## src/rtl/arith_pkg.sv

```systemverilog
// Shared arithmetic-unit definitions: widths, divider FSM states, CLA slice helper.
package arith_pkg;

    localparam int unsigned XLEN  = 64;
    localparam int unsigned CNT_W = 6;
    localparam logic [XLEN-1:0] XMIN = {1'b1, {(XLEN-1){1'b0}}};

    typedef enum logic [2:0] {
        IDLE = 3'd0,
        PREP = 3'd1,
        ITER = 3'd2,
        FIX  = 3'd3,
        DONE = 3'd4
    } div_state_t;

    // 4-bit carry-lookahead add; returns {carry_out, sum}.
    function automatic logic [4:0] cla4(input logic [3:0] a, input logic [3:0] b, input logic ci);
        logic [3:0] g;
        logic [3:0] p;
        logic [4:0] c;
        g    = a & b;
        p    = a ^ b;
        c[0] = ci;
        c[1] = g[0] | (p[0] & ci);
        c[2] = g[1] | (p[1] & g[0]) | (p[1] & p[0] & ci);
        c[3] = g[2] | (p[2] & g[1]) | (p[2] & p[1] & g[0]) | (p[2] & p[1] & p[0] & ci);
        c[4] = g[3] | (p[3] & g[2]) | (p[3] & p[2] & g[1]) | (p[3] & p[2] & p[1] & g[0])
             | (p[3] & p[2] & p[1] & p[0] & ci);
        return {c[4], p ^ c[3:0]};
    endfunction

endpackage

```

## src/rtl/addsub_65.sv

```systemverilog
// Combinational 65-bit add/subtract: 4-bit CLA slices, carry-select between slices.
module addsub_65
    import arith_pkg::*;
(
    input  logic [64:0] a,
    input  logic [64:0] b,
    input  logic        sub,
    output logic [64:0] sum_c
);

    localparam int unsigned NSL = 17;
    localparam int unsigned WX  = NSL * 4;

    logic [WX-1:0] a_x;
    logic [WX-1:0] b_x;
    logic [WX-1:0] s_x;
    logic [NSL:0]  c;
    logic          unused_hi;

    // Subtraction as a + ~b + 1; operands padded to a whole number of slices.
    assign a_x  = {3'b000, a};
    assign b_x  = {3'b000, b ^ {65{sub}}};
    assign c[0] = sub;

    for (genvar gi = 0; gi < NSL; gi++) begin : g_slice
        logic [4:0] r0;
        logic [4:0] r1;
        assign r0 = cla4(a_x[4*gi +: 4], b_x[4*gi +: 4], 1'b0);
        assign r1 = cla4(a_x[4*gi +: 4], b_x[4*gi +: 4], 1'b1);
        assign c[gi+1]       = c[gi] ? r1[4]   : r0[4];
        assign s_x[4*gi +: 4] = c[gi] ? r1[3:0] : r0[3:0];
    end

    assign sum_c     = s_x[64:0];
    assign unused_hi = ^{s_x[WX-1:65], c[NSL]};

endmodule

```

## src/rtl/seq_div_64.sv

```systemverilog
// Sequential radix-2 non-restoring divider, signed/unsigned, one quotient bit per cycle.
module seq_div_64 #(
    parameter int unsigned XLEN = 64
) (
    input  logic            clk,
    input  logic            rst,
    input  logic            in_valid,
    output logic            in_ready,
    input  logic            is_signed,
    input  logic [XLEN-1:0] dividend,
    input  logic [XLEN-1:0] divisor,
    output logic            out_valid,
    input  logic            out_ready,
    output logic [XLEN-1:0] quotient,
    output logic [XLEN-1:0] remainder,
    output logic            div_by_zero
);
    import arith_pkg::*;

    localparam int unsigned PW = XLEN + 1;
    localparam logic [XLEN-1:0] MIN_V = {1'b1, {(XLEN-1){1'b0}}};

    div_state_t        state;
    div_state_t        state_n;
    logic [XLEN-1:0]   q_reg;
    logic [XLEN-1:0]   d_reg;
    logic [PW-1:0]     p_reg;
    logic [CNT_W-1:0]  cnt;
    logic              sgn;
    logic              sign_q;
    logic              sign_r;

    logic [PW-1:0]     a0, b0, s0;
    logic [PW-1:0]     a1, b1, s1;
    logic [PW-1:0]     a2, b2, s2;
    logic              sub0, sub1, sub2;
    logic              unused_msb;

    logic              dz_c;
    logic              ovf_c;
    logic              dvd_neg_c;
    logic              dvs_neg_c;
    logic [PW-1:0]     p_sh_c;

    // In PREP q_reg/d_reg still hold the raw latched operands.
    assign dz_c       = (d_reg == '0);
    assign ovf_c      = sgn && (q_reg == MIN_V) && (d_reg == '1);
    assign dvd_neg_c  = sgn & q_reg[XLEN-1];
    assign dvs_neg_c  = sgn & d_reg[XLEN-1];
    assign p_sh_c     = {p_reg[XLEN-1:0], q_reg[XLEN-1]};
    assign unused_msb = s1[XLEN] ^ s2[XLEN];

    addsub_65 u_add0 (.a(a0), .b(b0), .sub(sub0), .sum_c(s0));
    addsub_65 u_add1 (.a(a1), .b(b1), .sub(sub1), .sum_c(s1));
    addsub_65 u_add2 (.a(a2), .b(b2), .sub(sub2), .sum_c(s2));

    // Adder 0: dividend negation, iteration step, final restore.
    always_comb begin
        a0   = '0;
        b0   = '0;
        sub0 = 1'b0;
        case (state)
            PREP: begin
                b0   = {1'b0, q_reg};
                sub0 = 1'b1;
            end
            ITER: begin
                a0   = p_sh_c;
                b0   = {1'b0, d_reg};
                sub0 = ~p_reg[XLEN];
            end
            FIX: begin
                a0 = p_reg;
                b0 = p_reg[XLEN] ? {1'b0, d_reg} : '0;
            end
            default: ;
        endcase
    end

    // Adder 1: divisor negation, then remainder sign fix on the restored value.
    always_comb begin
        a1   = '0;
        b1   = '0;
        sub1 = 1'b0;
        case (state)
            PREP: begin
                b1   = {1'b0, d_reg};
                sub1 = 1'b1;
            end
            FIX: begin
                b1   = s0;
                sub1 = 1'b1;
            end
            default: ;
        endcase
    end

    // Adder 2: quotient sign fix.
    always_comb begin
        a2   = '0;
        b2   = '0;
        sub2 = 1'b0;
        if (state == FIX) begin
            b2   = {1'b0, q_reg};
            sub2 = 1'b1;
        end
    end

    // Next-state logic.
    always_comb begin
        state_n = state;
        case (state)
            IDLE: if (in_valid && in_ready) state_n = PREP;
            PREP: state_n = (dz_c || ovf_c) ? DONE : ITER;
            ITER: if (cnt == '0) state_n = FIX;
            FIX:  state_n = DONE;
            DONE: if (out_ready) state_n = IDLE;
            default: state_n = IDLE;
        endcase
    end

    // State register.
    always_ff @(posedge clk) begin
        if (rst) state <= IDLE;
        else     state <= state_n;
    end

    // Datapath registers and registered handshake/result outputs.
    always_ff @(posedge clk) begin
        if (rst) begin
            q_reg       <= '0;
            d_reg       <= '0;
            p_reg       <= '0;
            cnt         <= '0;
            sgn         <= 1'b0;
            sign_q      <= 1'b0;
            sign_r      <= 1'b0;
            in_ready    <= 1'b1;
            out_valid   <= 1'b0;
            quotient    <= '0;
            remainder   <= '0;
            div_by_zero <= 1'b0;
        end else begin
            in_ready  <= (state_n == IDLE);
            out_valid <= (state_n == DONE);
            case (state)
                IDLE: begin
                    if (in_valid && in_ready) begin
                        q_reg <= dividend;
                        d_reg <= divisor;
                        sgn   <= is_signed;
                    end
                end
                PREP: begin
                    if (dz_c) begin
                        quotient    <= '1;
                        remainder   <= q_reg;
                        div_by_zero <= 1'b1;
                    end else if (ovf_c) begin
                        quotient    <= MIN_V;
                        remainder   <= '0;
                        div_by_zero <= 1'b0;
                    end else begin
                        q_reg  <= dvd_neg_c ? s0[XLEN-1:0] : q_reg;
                        d_reg  <= dvs_neg_c ? s1[XLEN-1:0] : d_reg;
                        p_reg  <= '0;
                        cnt    <= CNT_W'(XLEN - 1);
                        sign_q <= dvd_neg_c ^ dvs_neg_c;
                        sign_r <= dvd_neg_c;
                    end
                end
                ITER: begin
                    p_reg <= s0;
                    q_reg <= {q_reg[XLEN-2:0], ~s0[XLEN]};
                    cnt   <= cnt - CNT_W'(1);
                end
                FIX: begin
                    p_reg       <= s0;
                    quotient    <= sign_q ? s2[XLEN-1:0] : q_reg;
                    remainder   <= sign_r ? s1[XLEN-1:0] : s0[XLEN-1:0];
                    div_by_zero <= 1'b0;
                end
                default: ;
            endcase
        end
    end

endmodule

```

## config.mk

```make
export PLATFORM = sky130hd
export DESIGN_NAME = seq_div_64
export DESIGN_NICKNAME = d
export VERILOG_FILES = /design/src/rtl/arith_pkg.sv /design/src/rtl/addsub_65.sv /design/src/rtl/seq_div_64.sv
export SDC_FILE = /design/constraint.sdc
export NUM_CORES = 1
export LEC_CHECK = 0
export ABC_AREA = 1
export BUFFER_PORTS_ARGS = -buffer_cell sky130_fd_sc_hd__buf_2
export CAP_MARGIN = 20
export CORE_MARGIN = 10
export CORE_UTILIZATION = 40
export DETAILED_ROUTE_END_ITERATION = 12
export MAX_ROUTING_LAYER = met4
export PLACE_DENSITY = 0.65
export SLEW_MARGIN = 20
export SYNTH_ARGS = -nofsm -noshare
export SYNTH_HDL_FRONTEND = slang
export SYNTH_SLANG_ARGS = --single-unit
```

## constraint.sdc

```tcl
create_clock -name clk -period 12.9 [get_ports clk]
set_input_delay 1.935 -clock clk [delete_from_list [all_inputs] [get_ports clk]]
set_output_delay 1.935 -clock clk [all_outputs]
set_load 0.01 [all_outputs]
```

==> results of run 1 <==
[synthesized netlist by cell type (6+ instances only)]
master / count
sky130_fd_sc_hd__nand2_2: 7
sky130_fd_sc_hd__nor2_1: 237
sky130_fd_sc_hd__ha_1: 113
sky130_fd_sc_hd__a221oi_1: 113
sky130_fd_sc_hd__nor4_1: 36
sky130_fd_sc_hd__nand2_1: 970
sky130_fd_sc_hd__xnor2_1: 6
sky130_fd_sc_hd__xor2_1: 98
sky130_fd_sc_hd__clkbuf_1: 188
sky130_fd_sc_hd__nor2_4: 8
sky130_fd_sc_hd__inv_1: 533
sky130_fd_sc_hd__or2_2: 16
sky130_fd_sc_hd__a21oi_1: 301
sky130_fd_sc_hd__o21ai_0: 215
sky130_fd_sc_hd__nand3b_1: 6
sky130_fd_sc_hd__nor3_1: 39
sky130_fd_sc_hd__buf_2: 9
sky130_fd_sc_hd__a31oi_1: 79
sky130_fd_sc_hd__nand4_1: 35
sky130_fd_sc_hd__dfxtp_1: 336
sky130_fd_sc_hd__o22ai_1: 130
sky130_fd_sc_hd__o21a_1: 7
sky130_fd_sc_hd__a22oi_1: 8
sky130_fd_sc_hd__a41oi_1: 9
sky130_fd_sc_hd__inv_2: 34
sky130_fd_sc_hd__o21ai_1: 8
sky130_fd_sc_hd__nand3_2: 16
sky130_fd_sc_hd__o211ai_1: 38
sky130_fd_sc_hd__buf_1: 30
sky130_fd_sc_hd__nand3_1: 272
[cell families (layout without fill, tap and decap cells)]
group | Yosys count | count (layout) | synth area share [%]
xor gates and xnor gates | 104 | 104 | 3.656
buffers and inverters | 798 | 938 | 12.11
adders and majority gates | 113 | 113 | 5.675
AOI/OAI and AO/OA | 931 | 931 | 22.46
and+or+nand+nor | 1665 | 1665 | 29.10
DFF | 336 | 336 | 27.00
other | 0 | 1 | 0
[worst reg2reg max path, delay by kind of cell, from the launching register on]
kind                     cells  cell delay (ps)
AND/OR/NAND/NOR             29             5660
buffers and inverters        4              780
AO/OA/AOI/OAI                3              490
flip-flops                   1              390
adder cells (fa/ha/maj)      1              360
[area by class of cell]
cell class,count,area [µm²],area share (%)
clock buffers,59,1269,4.484
flip-flops and latches,336,6728,23.78
multi-input cells,2813,15260,53.93
well taps,837,1047,3.702
clock inverters,14,256.5,0.9066
diodes,1,2.502,0.008845
inverters,569,2145,7.580
repair buffers,296,1587,5.608
[stage by stage]
step	hold WS, ps	utilization, %	total power [mW]
after detailed placement	451.7	43.37	2.884
after global routing	477.4	45.85	4.470
final	459.9	45.85	4.234
after floorplan	440.9	-	2.382
after CTS	458.8	45.84	4.217
after global placement	448.9	43.37	2.885
[placed cells by master, fill, tap and decap left out, types with 5 or more instances in the layout]
master,Yosys,routed
sky130_fd_sc_hd__a21oi_1,301,301
sky130_fd_sc_hd__a221oi_1,113,113
sky130_fd_sc_hd__a22oi_1,8,8
sky130_fd_sc_hd__a31oi_1,79,79
sky130_fd_sc_hd__a41oi_1,9,9
sky130_fd_sc_hd__buf_2,9,262
sky130_fd_sc_hd__buf_4,1,32
sky130_fd_sc_hd__bufinv_16,0,7
sky130_fd_sc_hd__clkbuf_1,188,5
sky130_fd_sc_hd__clkbuf_16,0,45
sky130_fd_sc_hd__clkbuf_8,0,9
sky130_fd_sc_hd__dfxtp_1,336,335
sky130_fd_sc_hd__ha_1,113,113
sky130_fd_sc_hd__inv_1,533,530
sky130_fd_sc_hd__inv_2,34,35
sky130_fd_sc_hd__nand2_1,970,968
sky130_fd_sc_hd__nand2_2,7,8
sky130_fd_sc_hd__nand2_4,5,6
sky130_fd_sc_hd__nand3_1,272,270
sky130_fd_sc_hd__nand3_2,16,16
sky130_fd_sc_hd__nand3b_1,6,6
sky130_fd_sc_hd__nand4_1,35,35
sky130_fd_sc_hd__nor2_1,237,235
sky130_fd_sc_hd__nor2_4,8,11
sky130_fd_sc_hd__nor3_1,39,39
sky130_fd_sc_hd__nor4_1,36,34
sky130_fd_sc_hd__o211ai_1,38,38
sky130_fd_sc_hd__o21a_1,7,7
sky130_fd_sc_hd__o21ai_0,215,214
sky130_fd_sc_hd__o21ai_1,8,7
sky130_fd_sc_hd__o21bai_1,5,5
sky130_fd_sc_hd__o22ai_1,130,130
sky130_fd_sc_hd__or2_2,16,16
sky130_fd_sc_hd__xnor2_1,6,6
sky130_fd_sc_hd__xor2_1,98,98
[path summary, 6_finish.rpt]
check                from      endpoint  slack (ps)
min          quotient[20]  quotient[20]         460
max reg2reg      state[1]     d_reg[60]        5180
max              state[1]     d_reg[60]        5180
min reg2reg  quotient[20]  quotient[20]         460
[per-layer routing]
layer / share of wire [%] / global-route usage [%]
met1: 44 / 34.63
met2: 45 / 41.06
met3: 7.5 / 4.355
met4: 3.9 / 10.01
met5: 0 / -
[where the power goes]
part | leakage, nW | switching (mW) | internal (mW)
sequential | 2.74 | 0.152 | 1.16
clock | 0.740 | 0.503 | 0.823
combinational | 9.67 | 1.13 | 0.467
==> impl_summary.txt, run 1 <==
----------------------------------------------------
[CTS]
  Total CTS buffers ... 42
  Post-CTS setup repair buffer count ... 0
  Number of gates given a new drive strength after cts ... 0
  Maximum number of buffers from clock root to sink ... 3
  Clock tree from TritonCTS ... yes
  Root buf cell ... sky130_fd_sc_hd__clkbuf_16
  Sink count of the clock tree ... approximately 340
  Deepest level of the CTS H-tree ... 2
  Clock edge transition at the registers on the reported setup and hold paths ... 60 ps
  Number of hold-repair buffers added at the cts stage ... 0
  Skew-Pair Late Insertion Delay ... 580 ps

[Critical path]
  Max Fanout on Critical Path ... slightly above 60
  Number of cells on the critical path ... 37
  Worst reg2reg path depth ... 37
  Delay of the slowest cell on the worst path ... approximately 800 ps
  Cell type of the slowest stage on the worst timing path ... sky130_fd_sc_hd__nand2_2
  Startpoint types ... flip-flop
  Most common cell type on the critical path ... sky130_fd_sc_hd__nand2_1
  Top cell family by delay on the critical path ... simple AND/OR/NAND/NOR gates
  Endpoint class of the critical path ... flip-flop
  Worst Path Required ... roughly 13000 ps
  Data arrival time at the worst-slack endpoint ... about 8200 ps
  Buffering stage count on the worst path with inverters included ... 4
  Crit path kind ... reg -> reg

[STA]
  Tcrit/Tclk final ... 59.84%
  Count of final setup violators ... 0
  Final setup margin ... between 5000 and 6000 ps
  Maximum operating frequency ... between 100 and 150 MHz
  Endpoints failing hold ... 0
  Final slew viol count ... 0
  Setup repair after global routing missed its margin ... no
  Clock skew after layout ... ~19 ps
  Shortest period the worst path allows ... 7720 ps
  Max-slew headroom at the worst pin ... around 22%
  Sum Neg Setup Slack ... 0 ps
  Transition time of the tightest slew-check pin ... ~1200 ps

[Placement]
  Total cell area at the placement stage ... 26760 µm²
  Port Buf Inserts ... between 200 and 300
  Place WS ... roughly 5400 ps
  Hpwl dp ... 69.08 mm
  Final Wtd Congestion ... 0.9707
  Cell count after placement ... just under 5000

[Synth]
  Share of synthesized area occupied by flip-flops and latches ... a little over a quarter
  Yosys top cell area share ... between 20% and 30%
  Number of synthesized register bits ... 336
  Cell variety after synth ... 53
  Netlist area before placement ... between 20000 and 25000 µm²
  Dominant cell type by area after synthesis ... sky130_fd_sc_hd__dfxtp_1
  Synth warnings ... 0
  Async set or reset register ratio after synthesis ... 0%
  EDFF count, synth ... 0
  Number of nets produced by synthesis ... 4193
  Mean cell area of the mapped netlist ... 6.312 µm²
  Number of instances in the synthesized netlist ... between 3000 and 4000
  Cells taking the most area after synthesis ... sky130_fd_sc_hd__dfxtp_1 27%, sky130_fd_sc_hd__nand2_1 15%, sky130_fd_sc_hd__inv_1 8.0%, sky130_fd_sc_hd__a21oi_1 6.0%, sky130_fd_sc_hd__ha_1 5.7%
  Predominant post-synthesis flop cell ... sky130_fd_sc_hd__dfxtp_1

[Routing]
  DRC viols ... 0
  DR WL/cell ... just over 20 µm
  Antenna viol nets, final ... 0
  1st-pass router iterations ... 9
  WL final ... 99.04 mm
  Violation count after the first detailed-route iteration ... 2807
  Via count ... roughly 28000
  Via count normalized by instance count ... 5.622

[Floorplanning]
  Rows ... ~90
  Horiz. Die Dim ... approximately 270 µm
  Die Y-Extent ... about 270 µm
  Effective utilization at floorplan ... 40.37%
  Core area ... roughly 62000 µm²
  DIE AREA ... 72660 µm²
  Number of placed I/O pins ... about 260

[Global route]
  Overall Global Routing Usage ... a little over a quarter
  Number of antenna violations at the first check in global routing ... 1
  Global-route wire length before repair ... 151.7 mm
  Maximum number of pins on one net before global-route repair ... roughly 170
  Number of global-route vias before repair ... roughly 26000
  Remaining global-route overflow ... 0

[Outcome]
  Status ... finished clean

[Finish]
  Flip-flop count of the largest register after layout ... 65
  Area growth from synthesis to layout ... 13.57%
  Fill count ... ~6600
  Final net count ... 4304
  Final instance area ... about 28000 µm²
  Fraction of final layout cells sized beyond drive strength 1 ... around an eighth
  Final std cells w/o fill ... 4925

[Flow run]
  Max_cap viols ... 0

[Hold path]
  Path category of the worst min-delay check ... reg -> reg
  Cell depth of the worst hold path ... 2

[Power and ir drop]
  Pwr Density ... ~150 nW/µm²
  Worst vdd ir ... about 0.000084 V
  Leakage power ... ~13 nW

----------------------------------------------------
Power figures use the tool's default switching activity.
==> inputs of run 2 (changes only) <==
- PLACE_DENSITY: 0.65 -> 0.67
- clock period: 12.9 -> 7 ns (I/O delays scaled with it)
==> run 2 against run 1 <==
Power up 78%; cell count rose by 0.37%; cell area decreased by 0.17%; sequential power up 84%; clock skew decreased by 0.96 ps; wire length increased by 0.75%; flip-flop and latch count did not move; setup slack got worse by 4600 ps; clock power is 61% higher; register-to-register slack worse by 4600 ps; critical path depth fell by 2; critical path type unchanged; critical endpoint unchanged.
==> impl_summary.txt, run 2 (same netlist as run 1, synthesis figures left out) <==
----------------------------------------------------
[Outcome]
  Status ... finished clean

[STA]
  Final setup margin ... roughly 560 ps
  Transition time of the tightest slew-check pin ... around 1200 ps
  Endpoints failing hold ... 0
  Max-slew headroom at the worst pin ... 19.45%
  Count of final setup violators ... 0
  Shortest period the worst path allows ... between 6000 and 7000 ps
  Sum Neg Setup Slack ... 0 ps
  Setup repair after global routing missed its margin ... no
  Final slew viol count ... 0
  Tcrit/Tclk final ... a little over 90%
  Maximum operating frequency ... about 160 MHz
  Clock skew after layout ... between 15 and 20 ps

[CTS]
  Clock edge transition at the registers on the reported setup and hold paths ... 60 ps
  Clock tree from TritonCTS ... yes
  Skew-Pair Late Insertion Delay ... slightly below 600 ps
  Total CTS buffers ... between 40 and 50
  Number of hold-repair buffers added at the cts stage ... 0
  Maximum number of buffers from clock root to sink ... 3
  Number of gates given a new drive strength after cts ... 0
  Sink count of the clock tree ... ~340
  Root buf cell ... sky130_fd_sc_hd__clkbuf_16
  Post-CTS setup repair buffer count ... 0
  Deepest level of the CTS H-tree ... 2

[Routing]
  DR WL/cell ... between 20 and 25 µm
  Via count normalized by instance count ... about 5.7
  1st-pass router iterations ... 8
  Antenna viol nets, final ... 0
  Via count ... around 28000
  WL final ... between 90 and 100 mm
  DRC viols ... 0
  Violation count after the first detailed-route iteration ... between 3000 and 4000

[Finish]
  Most common library cell in the layout ignoring fill and taps ... sky130_fd_sc_hd__nand2_1
  Fraction of final layout cells sized beyond drive strength 1 ... 12.08%
  Flip-flop count of the largest register after layout ... between 60 and 70
  Commonest cells after routing, fill and taps aside ... 968 x sky130_fd_sc_hd__nand2_1, 531 x sky130_fd_sc_hd__inv_1, 335 x sky130_fd_sc_hd__dfxtp_1, 301 x sky130_fd_sc_hd__a21oi_1, 270 x sky130_fd_sc_hd__nand3_1
  Diode insertion count for antenna repair ... 0
  Area growth from synthesis to layout ... 13.37%
  Final core occ ... a little under half
  Fill count ... between 6000 and 7000
  Final net count ... approximately 4300

[Critical path]
  Endpoint class of the critical path ... flip-flop
  Data arrival time at the worst-slack endpoint ... approximately 6900 ps
  Max Fanout on Critical Path ... 19
  Crit path kind ... reg -> reg
  Delay of the slowest cell on the worst path ... around 540 ps
  Buffering stage count on the worst path with inverters included ... 4
  Worst Path Required ... around 7500 ps
  Cell type of the slowest stage on the worst timing path ... sky130_fd_sc_hd__dfxtp_1
  Most common cell type on the critical path ... sky130_fd_sc_hd__nand2_1
  Top cell family by delay on the critical path ... simple AND/OR/NAND/NOR gates
  Startpoint types ... flip-flop

[Floorplanning]
  Rows ... just over 90
  Number of placed I/O pins ... 264
  Effective utilization at floorplan ... between 40% and 50%
  Die Y-Extent ... ~270 µm
  Horiz. Die Dim ... approximately 270 µm
  DIE AREA ... around 73000 µm²
  Core area ... between 60000 and 70000 µm²

[Global route]
  Overall Global Routing Usage ... 26.74%
  Number of antenna violations at the first check in global routing ... 0
  Number of global-route vias before repair ... ~26000
  Remaining global-route overflow ... 0
  Maximum number of pins on one net before global-route repair ... around 160
  Global-route wire length before repair ... about 150 mm

[Placement]
  Port Buf Inserts ... ~260
  Hpwl dp ... 70.60 mm
  Final Wtd Congestion ... 0.9768
  Place WS ... just under 800 ps

[Power and ir drop]
  Worst vdd ir ... 0.0001877 V
  Leakage power ... between 10 and 15 nW
  Pwr Density ... about 270 nW/µm²
  Final total power ... 7.554 mW

[Flow run]
  Max_cap viols ... 0

[Hold path]
  Path category of the worst min-delay check ... reg -> reg

----------------------------------------------------
-- run 2: report_power, final --
| part | internal [mW] | total (mW) | leakage (nW) | switching (mW) |
|---|---|---|---|---|
| Combinational | 0.886 | 3.00 | 9.77 | 2.11 |
| Clock | 1.23 | 2.14 | 0.658 | 0.911 |
| Sequential | 2.13 | 2.41 | 2.74 | 0.279 |
-- run 2: metrics by stage --
| stage | instance area, µm² | hold slack [ps] | cells |
|---|---|---|---|
| after floorplan | 24910 | 440.9 | 3947 |
| after global placement | 26930 | 447.6 | 4870 |
| after detailed placement | 26930 | 452.5 | 4870 |
| after CTS | 28240 | 461.7 | 4943 |
| after global routing | 28240 | 471.1 | 4943 |
| final | 28240 | 458.0 | 4943 |
-- run 2: area by class of cell --
cell class,instances,area [µm²],area share (%)
Sequential cell,336,6728,23.82
Clock inverter,15,113.9,0.4031
Timing Repair Buffer,315,1754,6.211
Multi-Input combinational cell,2813,15260,54.02
Clock buffer,58,1200,4.248
Inverter,569,2143,7.588
Tap cell,837,1047,3.708
-- run 2: worst register-to-register path: cells and delay by family, from the launching register on --
kind	cells	cell delay [ps]
buffers and inverters	4	550
flip-flops	1	540
AND/OR/NAND/NOR	24	3900
AO/OA/AOI/OAI	5	850
adder cells (fa/ha/maj)	1	370
XOR/XNOR	1	160
-- run 2: final timing paths --
path              cells after the start  slack, ps          from      endpoint
setup / recovery                     35        560      state[0]     d_reg[60]
hold / removal                        2        460  quotient[20]  quotient[20]
setup reg to reg                     35        560      state[0]     d_reg[60]
hold reg to reg                       2        460  quotient[20]  quotient[20]
-- run 2: per-layer routing --
metal | wire length [µm] | track usage [%]
met1 | 43530 | 35.49
met4 | 3215 | 8.486
met5 | 0 | -
met2 | 44000 | 40.90
met3 | 9036 | 4.443
